--- config.mk ---
export PLATFORM = sky130hd
export DESIGN_NAME = xup_1_to_2_demux_stream
export DESIGN_NICKNAME = d
export VERILOG_FILES = /design/src/rtl/xup_1_to_2_demux_stream.sv
export SDC_FILE = /design/constraint.sdc
export NUM_CORES = 1
export LEC_CHECK = 0
export ABC_AREA = 1
export CORE_UTILIZATION = 44
export DETAILED_ROUTE_END_ITERATION = 10
export GPL_TIMING_DRIVEN = 0
export HOLD_SLACK_MARGIN = 0.1
export PLACE_DENSITY = 0.79
export REMOVE_ABC_BUFFERS = 1
export SYNTH_ARGS = -nofsm -noshare
export SYNTH_HDL_FRONTEND = slang
export SYNTH_SLANG_ARGS = --single-unit
--- constraint.sdc ---
create_clock -name clk -period 1.8 [get_ports clk]
set_clock_uncertainty 0.05 [all_clocks]
set_input_delay 0.45 -clock clk [delete_from_list [all_inputs] [get_ports clk]]
set_output_delay 0.45 -clock clk [all_outputs]
set_load 0.05 [all_outputs]
--- src/rtl/xup_1_to_2_demux_stream.sv ---
// Registered 1-to-2 valid/ready stream demux with a one-entry buffer per output.
// Define XUP_DEMUX_PACKET_LOCK_EN to hold the destination for the length of an a_last-delimited packet.

module xup_demux_slot #(
    parameter int SIZE = 8
) (
    input  logic            clk,
    input  logic            reset_n,
    input  logic            load,
    input  logic [SIZE-1:0] d,
    input  logic            ready,
    output logic [SIZE-1:0] q,
    output logic            valid,
    output logic            free
);

    // Free also when draining this cycle, so a new beat can replace the old one.
    assign free = ~valid | ready;

    always_ff @(posedge clk or negedge reset_n) begin
        if (!reset_n) begin
            q     <= '0;
            valid <= 1'b0;
        end else if (load) begin
            q     <= d;
            valid <= 1'b1;
        end else if (valid && ready) begin
            valid <= 1'b0;
        end
    end

endmodule

module xup_1_to_2_demux_stream #(
    parameter int SIZE = 8
) (
    input  logic            clk,
    input  logic            reset_n,
    input  logic [SIZE-1:0] a,
    input  logic            a_valid,
    output logic            a_ready,
    input  logic            a_last,
    input  logic            sel,
    output logic [SIZE-1:0] y0,
    output logic            y0_valid,
    input  logic            y0_ready,
    output logic [SIZE-1:0] y1,
    output logic            y1_valid,
    input  logic            y1_ready
);

    localparam int NUM_OUT = 2;

    logic [NUM_OUT-1:0][SIZE-1:0] y_q;
    logic [NUM_OUT-1:0]           y_vld;
    logic [NUM_OUT-1:0]           y_rdy;
    logic [NUM_OUT-1:0]           free;
    logic [NUM_OUT-1:0]           load;
    logic                         dst;

    assign y_rdy = {y1_ready, y0_ready};

`ifdef XUP_DEMUX_PACKET_LOCK_EN
    typedef enum logic {
        UNLOCKED = 1'b0,
        LOCKED   = 1'b1
    } lock_state_t;

    lock_state_t state, state_nxt;
    logic        lock_sel, lock_sel_nxt;
    logic        accept;

    assign dst    = (state == LOCKED) ? lock_sel : sel;
    assign accept = a_valid & a_ready;

    always_ff @(posedge clk or negedge reset_n) begin
        if (!reset_n) begin
            state    <= UNLOCKED;
            lock_sel <= 1'b0;
        end else begin
            state    <= state_nxt;
            lock_sel <= lock_sel_nxt;
        end
    end

    always_comb begin
        state_nxt    = state;
        lock_sel_nxt = lock_sel;
        case (state)
            UNLOCKED: begin
                // A single-beat packet (a_last on the first beat) never locks.
                if (accept && !a_last) begin
                    state_nxt    = LOCKED;
                    lock_sel_nxt = sel;
                end
            end
            LOCKED: begin
                if (accept && a_last) state_nxt = UNLOCKED;
            end
            default: state_nxt = UNLOCKED;
        endcase
    end
`else
    logic unused_last;
    assign unused_last = a_last;
    assign dst         = sel;
`endif

    // Held low in reset; otherwise never looks at a_valid.
    assign a_ready = reset_n & free[dst];

    for (genvar k = 0; k < NUM_OUT; k++) begin : g_out
        assign load[k] = a_valid & a_ready & (dst == (k == 1));

        xup_demux_slot #(.SIZE(SIZE)) u_slot (
            .clk     (clk),
            .reset_n (reset_n),
            .load    (load[k]),
            .d       (a),
            .ready   (y_rdy[k]),
            .q       (y_q[k]),
            .valid   (y_vld[k]),
            .free    (free[k])
        );
    end

    assign y0       = y_q[0];
    assign y1       = y_q[1];
    assign y0_valid = y_vld[0];
    assign y1_valid = y_vld[1];

endmodule
==> Word level (Yosys, flattened, before mapping) <==
Cells that the tools add are included.
{ "totals": {"reg_bits": 18, "word_cells": 24, "inputBits": 15, "output_inout_bits": 19} }
{ "op_classes": {"magnitude_cmp": 1, "reduce_logical": 4, "bitwise": 9, "n_mux": 6} }
{ "op_table": {"columns": ["op", "n"], "rows": [
  ["1-bit 2-to-1 mux", 6],
  ["1-bit AND", 4],
  ["2-bit nonzero test", 2],
  ["1-bit inverter", 3],
  ["1-bit logical AND", 2],
  ["1-bit by 2-bit less-than comparator with 1-bit output, second input constant", 1],
  ["1-bit bitwise OR", 2]
]} }

==> Longest topological paths before layout <==
Gate-level depths: netlist (run 1).
{ "depth": {"word_depth": 8, "ltp_mapped": 7, "mapped_depth_nobuf": 7} }

==> By module <==
From an unflattened synthesis (run 1), not the netlist that was laid out.
{ "unflattened": {"cells_unflattened": 84, "area_unflattened_um2": 723.2} }
{ "by_module_without_submodules": {"columns": ["module", "instances", "cells_each", "area_each_um2", "seq_area_each_um2"], "rows": [
  ["xup_demux_slot", 2, 38, 341.6, 225.2],
  ["xup_1_to_2_demux_stream", 1, 8, 40.0, 0.0]
]} }

==> Worst setup path after synthesis (run 1) <==
No wires, ideal clock.
{ "synth_timing": {"path_kind": "reg-to-output", "startpoint": "register g_out[1].u_slot.valid", "endpoint": "output port a_ready", "t_required_ns": 1.300, "n_path_buf": 0, "t_arrival_ns": 1.077, "stages_incl_launch_ff": 4, "path_slack_ns": 0.223, "path_cell_list": "dfrtp_1 nand3_1 nand2_2 nor2_8"} }
{ "synth_via": {"elab_chain_len": 5} }
{ "synth_rtl": {"columns": ["element", "line_no", "source"], "rows": [
  ["from (decl)", "13", "output logic valid,"],
  ["from (signal assigned)", "23", "valid <= 1'b0;"],
  ["from (signal assigned)", "26", "valid <= 1'b1;"],
  ["from (signal assigned)", "28", "valid <= 1'b0;"],
  ["1-bit inverter", "18", "assign free = ~valid | ready;"],
  ["1-bit bitwise OR", "18", null],
  ["1-bit 2-to-1 mux (implied by the code) (2 in series)", "110", "assign a_ready = reset_n & free[dst];"],
  ["1-bit AND", "110", null],
  ["to (decl)", "41", "output logic a_ready,"]
]} }
Every way passes these cells. The select of a mux whose other input is x is not followed.

==> Worst setup path after layout (run 1) <==
{ "layout_timing": {"startpoint": "input port sel", "endpoint": "output port a_ready"} }
{ "layout_via": {"elab_chain_len": 3} }
{ "layout_rtl": {"columns": ["element", "line_no", "source"], "rows": [
  ["from (decl)", "43", "input logic sel,"],
  ["1-bit 2-to-1 mux (implied by the code) (2 in series)", "110", null],
  ["1-bit AND", "110", null]
]} }
Every way passes these cells. The select of a mux whose other input is x is not followed.

==> results of run 1 <==
## power by group through the flow
stage,Clock [mW],Combinational (mW),Sequential (mW)
final,0.245,0.495,0.509
after global routing,0.273,0.524,0.518
after CTS,0.252,0.495,0.509
after detailed placement,0,0.536,0.517
after global placement,0,0.531,0.514
after floorplan,0,0.0882,0.758
## metal layers
layer	track usage [%]	wire, microns
met2	33.5	841
met4	10.9	21
met5	0	0
met1	25.5	748
met3	2.45	108
## state kept, by name, indices dropped and copies added, names as in the netlist
name / flops
g_out.u_slot.q: 16
g_out.u_slot.valid: 2
## cells in the mapped netlist (8+ instances only)
master | count | share of area (%)
nand2_1 | 28 | 13
inv_1 | 9 | 4.2
o21ai_1 | 8 | 5.0
dfrtp_1 | 18 | 57
nand4_1 | 8 | 6.3
## critical path, delay by kind of cell
| kind | cells | cell delay [ps] |
|---|---|---|
| buffers and inverters | 2 | 480 |
| and+or+nand+nor | 3 | 300 |
## layout make-up
cell class | count | area [sq um] | area share [%]
timing repair buffer | 35 | 323 | 27.4
inverter | 11 | 55.1 | 4.67
clock buffer | 4 | 36.3 | 3.08
tap | 25 | 31.3 | 2.65
sequential | 18 | 450 | 38.2
multi-input combinational | 50 | 284 | 24.1
## through the flow
stage | cells | hold WS [ps]
floorplan | 79 | 104
global placement | 136 | 405
CTS | 142 | 433
global route | 143 | 403
finish | 143 | 393
detailed placement | 136 | 412
## kinds of logic (layout without fill, tap and decap cells)
logic type / after synthesis / in the layout / synth area share [%]
AO/OA/AOI/OAI: 8 / 8 / 5.03
buffers and inverters: 13 / 50 / 9.28
flip-flops: 18 / 18 / 56.6
AND/OR/NAND/NOR: 42 / 42 / 29.1
## what timing repair did
item,4_1_cts,5_1_grt
hold buffers,1,0
endpoints found under the hold margin,18,0
cloned,0,0
pin swaps,1,1
resized for setup,34,4
setup endpoints to repair,37,1
buffers inserted,1,1
## worst max-delay path by stage
| stage | end | slack, ps | cells past startpoint |
|---|---|---|---|
| 4_1_cts | a_ready | -60 | 6 |
| 3_3_place_gp | a_ready | -1510 | 4 |
| 5_1_grt | a_ready | 0.2 | 5 |
| 2_1_floorplan | a_ready | 220 | 3 |
| 3_5_place_dp | a_ready | -1540 | 4 |
| 6_report | a_ready | 60 | 5 |
==> metrics.md, run 1 <==
| Metric | Value |
|---|---|
| Slowest stage delay, CP | 340 ps |
| Final setup vio count | 0 |
| RR Startpoint | g_out[1].u_slot.valid |
| Crit path launch type | primary input |
| Crit-path cells | dlygate4sd2_1, nand3_1, nand2_2, nor2_8, buf_8 |
| Vias in the first global route | 677 |
| Synth Register Bits | 18 |
| Relative max-transition margin | 46.6% |
| HPWL Detailed | 1200 microns |
| Via count | 687 |
| Hold Path Class | in -> reg |
| Clock Sinks | 18 |
| CP Data Arrival Time | 1240 ps |
| Root Driver | clkbuf_4 |
| Synth Warn # | 0 |
| Port bufs | 32 |
| H-Tree Depth | 1 |
| Final min period | 1740 ps |
| Cell internal pwr | 731 uW |
| DRC viols | 0 |
| Setup TNS | 0 ps |
| Synth Area per Inst | 9.82 sq um |
| IR drop worst, VDD | 653 uV |
| Pleak | 0.649 nW |
| First-pass GRT wire length | 2860 microns |
| Clock share of power | 19.6% |
| Worst reg-to-reg setup slack | 420 ps |
| Worst R2R Path Depth | 8 |
| Worst Hold Depth | 4 |
| CTS tree | done |
| Gate power share | 39.6% |
| Total global routing overflow | 0 |
| Largest net degree at the start of global routing | 19 |
| Beginning of the critical path | sel |
| Achievable frequency | 576 MHz |
| Worst skew pair latency | 280 ps |
| Filler Cells Inserted | 147 |
| Post-DRT Antenna Nets | 0 |
| MaxCap Viol Count | 0 |
| N_diodes | 0 |
| Initial antenna violation count | 0 |
| RePlAce Congestion | 0.732 |
| Starting Density | 46.6% |
| Cts bufs inserted | 3 |
| Avg WL per Cell | 12.0 microns |
| DIE AREA | 1980 sq um |
| Share of post-route cells with drive strength above 1 | 13.6% |
| DIE WIDTH | 44.5 microns |
| FP Rows | 15 |
| Drt pass-1 iters | 4 |
| Tot GR Track Use | 20.2% |
| Final Total Pwr | 1.25 mW |
| CP Capture Type | output port |
| Critical path class | in -> out |
| Area delta synth->final | 48.3% |
| NumNets Final | 134 |
| Pwr per Cell Area | 1060 nW/um^2 |
| I/O pin cnt | 34 |
| Chip height | 44.5 microns |
| Critical path's slowest cell | dlygate4sd2_1 |
| Final wirelength | 1720 microns |
| Asr flop ratio synth | 100% |
| Reg clk slew, reported paths | 100 ps |
| Cell variety after synth | 15 |
| Final instance area | 1180 sq um |
| Final hold violations | 0 |
| Sequential share of power | 40.8% |
| Post-Syn Area | 796 sq um |
| Most common cell after layout, fill and taps aside | nand2_1 |
| Clock buffer depth | 2 |
| Sequential element share of the synthesized area | 56.6% |
| Final core occ | 69.1% |
| Tcrit/Tclk final | 96.4% |
| Hold Crit Start | y0_ready |
| Core ar. | 1710 sq um |
| Hold endpoint | g_out[0].u_slot.valid |
| Total net switching power | 517 uW |
| Worst-margin pin slew | 798 ps |
| Primary FF master, synth | dfrtp_1 |
| Vias/cell | 4.80 |
| Fin. max-slew vios | 0 |
| Status | finished clean |
| Drt first-iter violations | 8 |
| Number of enable flip-flop cells after synthesis | 0 |
| Most frequent cells in the layout | 27 x nand2_1, 20 x dlygate4sd2_1, 18 x dfrtp_1 |
| Worst R2R End | g_out[0].u_slot.q[7] |
| Cell Area, Placed | 1130 sq um |
| Critical Path RT | 1300 ps |
| Switching share of power | 41.4% |
| Crit Path Max Fanout | 4 |
| Setup ws final | 64.1 ps |
| Syn Inst Count | 81 |
| RSZ-0062 raised after global routing | false |
| Post-place setup slack | -1540 ps |
No activity file was read; power rests on OpenSTA's default activity.
==> inputs of run 2 (changes only) <==
--- a/config.mk
+++ b/config.mk
@@ -6,11 +6,11 @@
 export NUM_CORES = 1
 export LEC_CHECK = 0
 export ABC_AREA = 1
-export CORE_UTILIZATION = 44
+export CORE_UTILIZATION = 40
 export DETAILED_ROUTE_END_ITERATION = 10
 export GPL_TIMING_DRIVEN = 0
 export HOLD_SLACK_MARGIN = 0.1
-export PLACE_DENSITY = 0.79
+export PLACE_DENSITY_LB_ADDON = 0.1
 export REMOVE_ABC_BUFFERS = 1
 export SYNTH_ARGS = -nofsm -noshare
 export SYNTH_HDL_FRONTEND = slang
==> metrics.md, run 2 (synthesized netlist as in run 1, its figures left out) <==
| Metric | Value |
|---|---|
| Status | finished clean |
| Reg clk slew, reported paths | 90 ps |
| N_diodes | 0 |
| NumNets Final | 135 |
| Final wirelength | 1680 microns |
| Achievable frequency | 568 MHz |
| HPWL Detailed | 1170 microns |
| Worst-margin pin slew | 777 ps |
| Clock buffer depth | 2 |
| Share of post-route cells with drive strength above 1 | 14.4% |
| Top Registers | g_out.u_slot.q x16, g_out.u_slot.valid x2 |
| Starting Density | 44.2% |
| Critical Path RT | 1300 ps |
| Worst R2R Path Depth | 8 |
| I/O pin cnt | 34 |
| Crit Path Max Fanout | 4 |
| DIE WIDTH | 46.6 microns |
| Filler Cells Inserted | 167 |
| Relative max-transition margin | 48.0% |
| Clock Sinks | 18 |
| Vias in the first global route | 595 |
| Area delta synth->final | 48.1% |
| Pleak | 0.641 nW |
| FP Rows | 15 |
| Drt pass-1 iters | 4 |
| Worst R2R End | g_out[0].u_slot.q[4] |
| Post-place setup slack | -1540 ps |
| Cts bufs inserted | 3 |
| Worst Hold Depth | 2 |
| CP Data Arrival Time | 1260 ps |
| Slowest stage delay, CP | 380 ps |
| RSZ-0062 raised after global routing | false |
| Hold_ws | 421 ps |
| Chip height | 46.6 microns |
| Crit-path cells | dlygate4sd2_1, nand3_2, nand2_4, nor2_8, buf_8 |
| Post-DRT Antenna Nets | 0 |
| Tot GR Track Use | 18.3% |
| RePlAce Congestion | 0.708 |
| Hold Path Class | reg -> reg |
| Total global routing overflow | 0 |
| Fin. max-slew vios | 0 |
| Root Driver | clkbuf_4 |
| DIE AREA | 2170 sq um |
| Most frequent cells in the layout | 27 x nand2_1, 20 x dlygate4sd2_1, 18 x dfrtp_1 |
| Largest net degree at the start of global routing | 19 |
| H-Tree Depth | 1 |
| Avg WL per Cell | 11.8 microns |
| Most common cell after layout, fill and taps aside | nand2_1 |
| Initial antenna violation count | 0 |
| MaxCap Viol Count | 0 |
| Critical path class | in -> out |
| Tcrit/Tclk final | 97.8% |
| CP Capture Type | output port |
| CTS tree | done |
| Hold Crit Start | g_out[0].u_slot.q[6] |
| Final min period | 1760 ps |
| Final hold violations | 0 |
| Max reg flops | 16 |
| Core ar. | 1800 sq um |
| First-pass GRT wire length | 2570 microns |
| Pwr per Cell Area | 1010 nW/um^2 |
| Vias/cell | 4.69 |
| Biggest register | g_out.u_slot.q |
| Worst skew pair latency | 290 ps |
| Via count | 670 |
| Port bufs | 32 |
| Final setup vio count | 0 |
| Worst reg-to-reg setup slack | 440 ps |
| Crit path launch type | primary input |
| Setup ws final | 40.1 ps |
| DRC viols | 0 |
| IR drop worst, VDD | 650 uV |
| Hold endpoint | g_out[0].u_slot.q[6] |
| Critical path's slowest cell | dlygate4sd2_1 |
| RR Startpoint | g_out[0].u_slot.valid |
| Drt first-iter violations | 7 |
run 2: cell types whose count changed in the layout (fill, tap and decap cells not counted), sizes merged:
| cell | previous run | this run |
|---|---|---|
| buf | 4 | 5 |
| clkbuf | 4 | 3 |
run 2: cell type report:
class	instances	area, sq um	share of cell area (%)
repair buffers	36	330	28.0
inverters	11	55.1	4.67
well taps	25	31.3	2.65
flip-flops and latches	18	450	38.2
clock buffers	3	22.5	1.91
multi-input cells	50	289	24.5
run 2: worst max-delay path by stage:
stage / from / endpoint / slack [ps] / depth (start not counted)
after floorplan: g_out[1].u_slot.valid / a_ready / 220 / 3
after global placement: reset_n / a_ready / -1520 / 4
after detailed placement: reset_n / a_ready / -1540 / 4
after CTS: y0_ready / a_ready / -60 / 6
after global routing: sel / a_ready / 6 / 5
final: sel / a_ready / 40 / 5
run 2: power by group:
part           internal, mW  total, mW  switching, mW
Clock                0.0779      0.194          0.116
Sequential            0.472      0.506         0.0341
Combinational         0.138      0.496          0.358
run 2: what timing repair did:
action	in CTS	in global routing
resized for setup	36	3
hold buffers	1	0
pin swaps	1	1
endpoints found under the setup margin	37	1
hold endpoints to repair	18	0
setup buffers	1	2
run 2: metal layers:
metal / share of wire, % / routed length [microns] / up-vias / GRT usage (%)
met3: 6.6 / 111 / 5 / 3.53
li1: - / - / 338 / -
met2: 48 / 809 / 27 / 30.0
met4: 2.9 / 49 / 0 / 14.1
met5: 0 / 0 / - / 0
met1: 42 / 714 / 300 / 20.7
run 2: critical path, delay by kind of cell:
family / cells / cell delay (ps)
buffers and inverters: 2 / 520
and+or+nand+nor: 3 / 280
run 2: through the flow:
step / std cells / instance area, sq um / power (mW) / util (%) / setup TNS (ps)
after detailed placement: 136 / 1130 / 1.05 / 62.6 / -12110
after CTS: 141 / 1160 / 1.21 / 64.2 / -63.0
final: 143 / 1180 / 1.20 / 65.4 / 0
after global placement: 136 / 1130 / 1.05 / 62.6 / -11860
after global routing: 143 / 1180 / 1.26 / 65.4 / 0
after floorplan: 79 / 777 / 0.846 / - / 0
==> inputs of run 3 (changes only) <==
--- a/config.mk
+++ b/config.mk
@@ -10,7 +10,7 @@
 export DETAILED_ROUTE_END_ITERATION = 10
 export GPL_TIMING_DRIVEN = 0
 export HOLD_SLACK_MARGIN = 0.1
-export PLACE_DENSITY_LB_ADDON = 0.1
+export PLACE_DENSITY = 0.83
 export REMOVE_ABC_BUFFERS = 1
 export SYNTH_ARGS = -nofsm -noshare
 export SYNTH_HDL_FRONTEND = slang
==> metrics.md, run 3 (synthesized netlist as in run 1, its figures left out) <==
| Metric | Value |
|---|---|
| Final min period | 1760 ps |
| Drt first-iter violations | 10 |
| CP Capture Type | output port |
| Port bufs | 32 |
| Critical path class | in -> out |
| Area delta synth->final | 47.8% |
| FP Rows | 15 |
| CP Data Arrival Time | 1260 ps |
| Worst R2R Path Depth | 7 |
| Achievable frequency | 567 MHz |
| Total net switching power | 509 uW |
| DIE AREA | 2170 sq um |
| N_diodes | 0 |
| I/O pin cnt | 34 |
| DRC viols | 0 |
| H-Tree Depth | 1 |
| Root Driver | clkbuf_4 |
| Clock Sinks | 18 |
| Hold Path Class | reg -> reg |
| DIE WIDTH | 46.6 microns |
| Worst Hold Depth | 2 |
| Crit Path Max Fanout | 4 |
| Switching share of power | 42.6% |
| NumNets Final | 134 |
| Avg WL per Cell | 12.2 microns |
| Share of post-route cells with drive strength above 1 | 14.5% |
| Most common cell after layout, fill and taps aside | nand2_1 |
| Crit path launch type | primary input |
| Worst skew pair latency | 290 ps |
| Final Total Pwr | 1.20 mW |
| Worst reg-to-reg setup slack | 520 ps |
| Chip height | 46.6 microns |
| RR Startpoint | g_out[0].u_slot.valid |
| First-pass GRT wire length | 2850 microns |
| Relative max-transition margin | 46.6% |
| Worst R2R End | g_out[0].u_slot.q[7] |
| Tot GR Track Use | 19.2% |
| Clock share of power | 16.0% |
| Cell internal pwr | 686 uW |
| Reg clk slew, reported paths | 90 ps |
| Count of placed standard cells including taps | 136 |
| HPWL Detailed | 1250 microns |
| CTS tree | done |
| Hold endpoint | g_out[0].u_slot.q[4] |
| Status | finished clean |
| IR drop worst, VDD | 603 uV |
| Sequential share of power | 42.5% |
| Most frequent cells in the layout | 27 x nand2_1, 20 x dlygate4sd2_1, 18 x dfrtp_1 |
| Tcrit/Tclk final | 98.1% |
| Pleak | 0.642 nW |
| Clock buffer depth | 2 |
| Max reg flops | 16 |
| Final setup vio count | 0 |
| Gate power share | 41.5% |
| Starting Density | 44.2% |
| Largest net degree at the start of global routing | 19 |
| Cell Area, Placed | 1130 sq um |
| Hold_ws | 424 ps |
| Pwr per Cell Area | 1020 nW/um^2 |
| Vias in the first global route | 653 |
| Initial antenna violation count | 0 |
| Worst-margin pin slew | 799 ps |
| Biggest register | g_out.u_slot.q |
| Vias/cell | 4.82 |
| RePlAce Congestion | 0.799 |
| Via count | 685 |
| Final instance area | 1180 sq um |
| Critical Path RT | 1300 ps |
| Layout Cells excl Fill | 142 |
| Core ar. | 1800 sq um |
| Final wirelength | 1740 microns |
| Hold Crit Start | g_out[0].u_slot.q[4] |
| Drt pass-1 iters | 4 |
| RSZ-0062 raised after global routing | false |
| Fin. max-slew vios | 0 |
| Final hold violations | 0 |
| Cts bufs inserted | 3 |
| Top Registers | g_out.u_slot.q x16, g_out.u_slot.valid x2 |
| Total global routing overflow | 0 |
| MaxCap Viol Count | 0 |
| Post-DRT Antenna Nets | 0 |
[run 3: power by group through the flow]
stage | sequential (mW) | combinational, mW | clock [mW]
CTS | 0.508 | 0.498 | 0.198
detailed placement | 0.518 | 0.538 | 0
floorplan | 0.758 | 0.0882 | 0
global placement | 0.515 | 0.530 | 0
finish | 0.508 | 0.497 | 0.191
global route | 0.517 | 0.526 | 0.217
[run 3: worst max path at each step]
stage,slack (ps),cells past startpoint,to,startpoint
2_1_floorplan,220,3,a_ready,g_out[1].u_slot.valid
3_3_place_gp,-1490,4,a_ready,reset_n
3_5_place_dp,-1520,4,a_ready,reset_n
4_1_cts,-70,6,a_ready,y0_ready
5_1_grt,10,5,a_ready,sel
6_report,40,5,a_ready,sel
[run 3: worst max-delay path: stages]
cell	delay [ps]
dlygate4sd2_1	390
nand3_2	140
nand2_4	100
nor2_8	40
buf_8	140
[run 3: metal layers]
metal	share of wire (%)	wire [microns]	GRT usage, %
met5	0	0	0
met4	1.1	19	8.82
met3	7.1	124	5.10
met2	47	816	30.8
met1	45	774	23.8
[run 3: final cells by class]
type / instances / area [sq um]
clock buffers: 3 / 22.5
fillers: 171 / 626
inverters: 11 / 55.1
multi-input cells: 50 / 294
flip-flops and latches: 18 / 450
well taps: 25 / 31.3
repair buffers: 35 / 323
[run 3: per-stage QoR]
stage          TNS (ps)  util (%)  worst slack, ps
5_1_grt               0      65.3             11.3
2_1_floorplan         0         -              223
3_5_place_dp     -12000      62.6            -1520
3_3_place_gp     -11220      62.6            -1490
4_1_cts           -71.5      64.2            -71.5
6_report              0      65.3             35.0
[run 3: what timing repair did]
item / 4_1_cts / 5_1_grt
resized for setup: 37 / 4
setup endpoints to repair: 37 / 1
setup buffers: 1 / 1
hold buffers: 1 / 0
pin swaps: 1 / 1
hold endpoints to repair: 18 / 0
